[src/rtl/spi_frame_decoder.sv]
// spi_frame_decoder
// Turns the byte stream coming out of spi_slave into register-access frames.
// A header byte selects write (bit7=1) or read (bit7=0) and carries a 7-bit
// address. A write header is followed by DATA_BYTES data bytes, MSB first,
// and produces one reg_we strobe. A read header produces one reg_re strobe,
// and the returned word is then presented MSB first on send_byte, advancing
// one byte per dummy byte received. Raising csn mid-frame discards the frame
// and pulses frame_err.
module spi_frame_decoder #(
  parameter int DATA_BYTES = 4
) (
  input  logic                    clk,
  input  logic                    rst,
  input  logic                    csn,
  input  logic [7:0]              byte_in,
  input  logic                    byte_valid,
  output logic [6:0]              reg_addr,
  output logic [8*DATA_BYTES-1:0] reg_wdata,
  output logic                    reg_we,
  output logic                    reg_re,
  input  logic [8*DATA_BYTES-1:0] reg_rdata,
  output logic [7:0]              send_byte,
  output logic                    frame_err,
  output logic [7:0]              frame_count
);

  localparam int W  = 8 * DATA_BYTES;
  localparam int CW = (DATA_BYTES > 1) ? $clog2(DATA_BYTES) : 1;
  localparam logic [CW-1:0] LAST_IDX = CW'(DATA_BYTES - 1);

  // RD_WAIT is the cycle reg_re is high; RD_CAP is the following cycle, in
  // which the register file presents reg_rdata and it is captured.
  typedef enum logic [2:0] {
    IDLE,
    WR,
    RD_WAIT,
    RD_CAP,
    RD
  } state_t;

  state_t        state;
  logic [CW-1:0] byte_cnt;
  logic [W-1:0]  shift;
  logic          rd_pending;

  logic [W-1:0]  shift_wr;
  logic [W-1:0]  shift_shl;
  logic [W-1:0]  rdata_shl;
  logic          abort;

  // Shifted views of the data path and the abort condition (csn high with no
  // byte arriving while a frame is open).
  always_comb begin
    shift_wr  = (shift << 8) | W'(byte_in);
    shift_shl = shift << 8;
    rdata_shl = reg_rdata << 8;
    abort     = csn && !byte_valid && (state != IDLE);
  end

  // Frame sequencer: header decode, write assembly, read capture/serialise,
  // and abort handling, with all outputs registered.
  always_ff @(posedge clk or posedge rst) begin
    if (rst) begin
      state       <= IDLE;
      byte_cnt    <= '0;
      shift       <= '0;
      rd_pending  <= 1'b0;
      reg_addr    <= '0;
      reg_wdata   <= '0;
      reg_we      <= 1'b0;
      reg_re      <= 1'b0;
      send_byte   <= '0;
      frame_err   <= 1'b0;
      frame_count <= '0;
    end else begin
      reg_we    <= 1'b0;
      reg_re    <= 1'b0;
      frame_err <= 1'b0;
      if (abort) begin
        state      <= IDLE;
        byte_cnt   <= '0;
        send_byte  <= '0;
        rd_pending <= 1'b0;
        frame_err  <= 1'b1;
      end else begin
        unique case (state)
          IDLE: begin
            if (byte_valid) begin
              reg_addr <= byte_in[6:0];
              byte_cnt <= '0;
              if (byte_in[7]) begin
                state <= WR;
              end else begin
                reg_re     <= 1'b1;
                rd_pending <= 1'b0;
                state      <= RD_WAIT;
              end
            end
          end
          WR: begin
            if (byte_valid) begin
              shift <= shift_wr;
              if (byte_cnt == LAST_IDX) begin
                reg_wdata   <= shift_wr;
                reg_we      <= 1'b1;
                frame_count <= frame_count + 8'd1;
                byte_cnt    <= '0;
                state       <= IDLE;
              end else begin
                byte_cnt <= byte_cnt + 1'b1;
              end
            end
          end
          RD_WAIT: begin
            if (byte_valid) begin
              rd_pending <= 1'b1;
            end
            state <= RD_CAP;
          end
          RD_CAP: begin
            rd_pending <= 1'b0;
            if (!(rd_pending || byte_valid)) begin
              shift     <= reg_rdata;
              send_byte <= reg_rdata[W-1 -: 8];
              byte_cnt  <= '0;
              state     <= RD;
            end else if (DATA_BYTES == 1) begin
              send_byte <= '0;
              byte_cnt  <= '0;
              state     <= IDLE;
            end else begin
              shift     <= rdata_shl;
              send_byte <= rdata_shl[W-1 -: 8];
              byte_cnt  <= CW'(1);
              state     <= RD;
            end
          end
          RD: begin
            if (byte_valid) begin
              if (byte_cnt == LAST_IDX) begin
                send_byte <= '0;
                byte_cnt  <= '0;
                state     <= IDLE;
              end else begin
                shift     <= shift_shl;
                send_byte <= shift_shl[W-1 -: 8];
                byte_cnt  <= byte_cnt + 1'b1;
              end
            end
          end
          default: begin
            state <= IDLE;
          end
        endcase
      end
    end
  end

endmodule
[config.mk]
export PLATFORM = sky130hd
export DESIGN_NAME = spi_frame_decoder
export DESIGN_NICKNAME = d
export VERILOG_FILES = /design/src/rtl/spi_frame_decoder.sv
export SDC_FILE = /design/constraint.sdc
export NUM_CORES = 1
export LEC_CHECK = 0
export ABC_AREA = 0
export BUFFER_PORTS_ARGS = -buffer_cell sky130_fd_sc_hd__buf_2
export CORE_MARGIN = 3
export CORE_UTILIZATION = 57
export DETAILED_ROUTE_END_ITERATION = 6
export PLACE_DENSITY = 0.93
export SKIP_LAST_GASP = 1
export SYNTH_ARGS = -nofsm -noshare
export SYNTH_HDL_FRONTEND = slang
export SYNTH_SLANG_ARGS = --single-unit
[constraint.sdc]
create_clock -name clk -period 6.75 [get_ports clk]
set_clock_uncertainty 0.2 [all_clocks]
set_input_delay 1.0125 -clock clk [delete_from_list [all_inputs] [get_ports clk]]
set_output_delay 1.0125 -clock clk [all_outputs]
set_load 0.05 [all_outputs]
==> flow_metrics.env <==
export IMPL_synth_seq_cells=88
export IMPL_antenna_cells=0
export IMPL_num_rows=30
export IMPL_setup_viol=0
export IMPL_synth_top_area_frac=0.539
export IMPL_clkSlewWorstSetupHoldPaths_ps=100
export IMPL_clkLatencyLatePin_ps=360
export IMPL_design_area_mm2=0.00485
export IMPL_critPathTopFamily="simple AND/OR/NAND/NOR gates"
export IMPL_synth_edf_count=0
export IMPL_met1_length_um=4000
export IMPL_grt_max_degree=89
export IMPL_postCtsResizedCells=0
export IMPL_vdd_drop_max_v=0.000258
export IMPL_final_max_slew_violation_count=0
export IMPL_finalCritPeriodShare=0.450
export IMPL_firstDrtPassIters=7
export IMPL_synth_fp_nets=366
export IMPL_wl_per_cell_um=19.1
export IMPL_crit_buf_inv=0
export IMPL_num_fill_cells=483
export IMPL_cpPeakStageDelay_ps=1080
export IMPL_syn_inst=320
export IMPL_path_class="register to register"
export IMPL_violations="design-rule violations"
export IMPL_synthFlopType="dfrtp_1"
export IMPL_yosysUniqueCellTypes=41
export IMPL_worst_slew_pin_slew_ps=1250
export IMPL_period_needed_ps=3040
export IMPL_met3WireLength_um=743
export IMPL_p_leak_nw=2.53
export IMPL_clkSinkCount=88
export IMPL_drive_gt1_frac=0.383
export IMPL_cts_hold_buf=0
export IMPL_avgSynthCellArea_um2=12.8
export IMPL_path_max_fanout=24
export IMPL_portBuffers=101
export IMPL_tns_ps=0
export IMPL_synth_common_cells="dfrtp_1, mux2_2, mux2i_1"
export IMPL_end_kind="register"
export IMPL_die_area_mm2=0.00822
export IMPL_synth_area_leaders="dfrtp_1, mux2_2, mux2i_1"
export IMPL_max_cap_violations=0
export IMPL_grt_pass1_wl_um=16100
export IMPL_syn2layout_area_growth_pct=18.7
export IMPL_crit_slowest_cell="nor3b_2"
export IMPL_antenna_found_initial=0
export IMPL_synth_seq_area_share=0.539
export IMPL_first_iter_violations=434
export IMPL_core_mm2=0.00687
export IMPL_place_area_mm2=0.00461
export IMPL_overflow=0
export IMPL_grt_pass1_vias=3160
export IMPL_fin_nets=461
export IMPL_worst_ep_required_time_ps=6800
export IMPL_status="finished with violations"
export IMPL_gp_congestion=0.810
export IMPL_cts_buffers=9
export IMPL_top_layer="met4"
export IMPL_syn_area_mm2=0.00409
export IMPL_die_h_um=90.7
export IMPL_ys_async_sr_fraction=1.00
export IMPL_r2r_start="state[1]"
export IMPL_cp_start_kind="register"
export IMPL_yosysWarnings=0
export IMPL_min_path_type="register to register"
export IMPL_initial_core_util=0.595
export IMPL_drc=3
export IMPL_fmax_mhz=329
export IMPL_wl_met2_um=4850
export IMPL_arrival_ps=3090
export IMPL_ant_nets=0
export IMPL_relSlewSlack=0.163
export IMPL_yosysMostFrequentCell="dfrtp_1"
export IMPL_grt_setup_unrepaired="no"
export IMPL_post_cts_setup_buffers=0
export IMPL_cts_root_buf="clkbuf_8"
export IMPL_postRouteWirelength_um=9870
export IMPL_cts_tree="done"
export IMPL_io_pins=102
export IMPL_vias=3028
export IMPL_routed_via_density=5.87
export IMPL_hold_path_startpoint="frame_count[7]"
export IMPL_clockBufferDepth=2
export IMPL_die_w_um=90.7
export IMPL_power_density_mw_per_mm2=424
export IMPL_hold_violations=0
export IMPL_setup_worst_path_start="state[1]"
export IMPL_cts_max_level=3
export IMPL_grt_total_usage=0.249
export IMPL_synth_top_area_cell="dfrtp_1"
export IMPL_hpwl_um=6790
export IMPL_crit_chain="nor3b_2 -> nand3b_4 -> o21ai_4 -> mux2_2"
[layer usage]
metal / track usage / up-vias
li1: - / 1374
met1: 0.313 / 1484
met2: 0.414 / 146
met3: 0.0608 / 24
met4: 0.0969 / 0
met5: 0 / -
[area by class of cell]
class	instances	area (um2)	share of cell area
flip-flops and latches	88	2200	0.454
multi-input cells	189	1680	0.346
repair buffers	104	528	0.109
clock buffers	10	138	0.0284
well taps	96	120	0.0248
clock inverters	6	97.6	0.0201
inverters	23	87.6	0.0181
[power breakdown]
group          switching (mW)  internal, mW
logic                   0.511         0.305
registers               0.135         0.676
clock network           0.202         0.225
[sequential cells by signal, summed over array words and instances (netlist names)]
register / cells
byte_cnt: 2
reg_we: 1
reg_re: 1
shift: 24
frame_err: 1
reg_addr: 7
state: 3
frame_count: 8
reg_wdata: 32
rd_pending: 1
send_byte: 8
[kinds of logic after synthesis]
logic type,Yosys count,synth area share
muxes,76,0.201
xor gates and xnor gates,8,0.0172
adders and majority gates,2,0.00612
and+or+nand+nor,44,0.0671
DFF,88,0.539
AOI/OAI and AO/OA,59,0.117
buffers and inverters,43,0.0521
[through the flow]
step	util	std cells	power [mW]	setup slack, ps	hold slack, ps
after global placement	0.672	500	1.58	3670	264
final	0.706	516	2.05	3710	271
after global routing	0.706	516	2.16	3570	316
after detailed placement	0.672	500	1.62	3580	262
after floorplan	-	320	1.45	3260	274
after CTS	0.706	516	2.06	3740	275
[placed cells by master (no fill, tap or decap), drive strengths merged]
cell type,Yosys,final
a22o,17,17
nand2b,3,3
nand3b,2,2
nand2,14,14
nor3b,1,1
o211ai,1,1
nor2b,2,2
nor4,1,1
a22oi,1,1
nand4,4,4
buf,20,104
and2b,1,1
mux2,49,49
o21ai,15,15
clkbuf,0,10
inv,23,25
clkinv,0,2
ha,2,2
dfrtp,88,88
and3,4,4
o221ai,1,1
o2111ai,1,1
xnor2,7,7
a21oi,4,4
o2111a,1,1
nor2,7,7
o22ai,2,2
nor3,4,4
bufinv,0,2
and2,1,1
a222oi,16,16
mux2i,27,27
xor2,1,1
[worst reg2reg max path, stage by stage, from the launching register on]
cell	delay, ps
dfrtp_1	620
nor3b_2	1080
nand3b_4	180
o21ai_4	410
mux2_2	430
[worst paths after layout]
| check | endpoint | slack, ps | cells past startpoint |
|---|---|---|---|
| min | frame_count[7] | 270 | 1 |
| max in group asynchronous | byte_cnt[0] | 4890 | 3 |
| min reg2reg | frame_count[7] | 270 | 1 |
| min in group asynchronous | reg_wdata[26] | 770 | 3 |
| max | shift[4] | 3710 | 4 |
| max reg2reg | shift[4] | 3710 | 4 |
(Power assumes the default switching activity.)
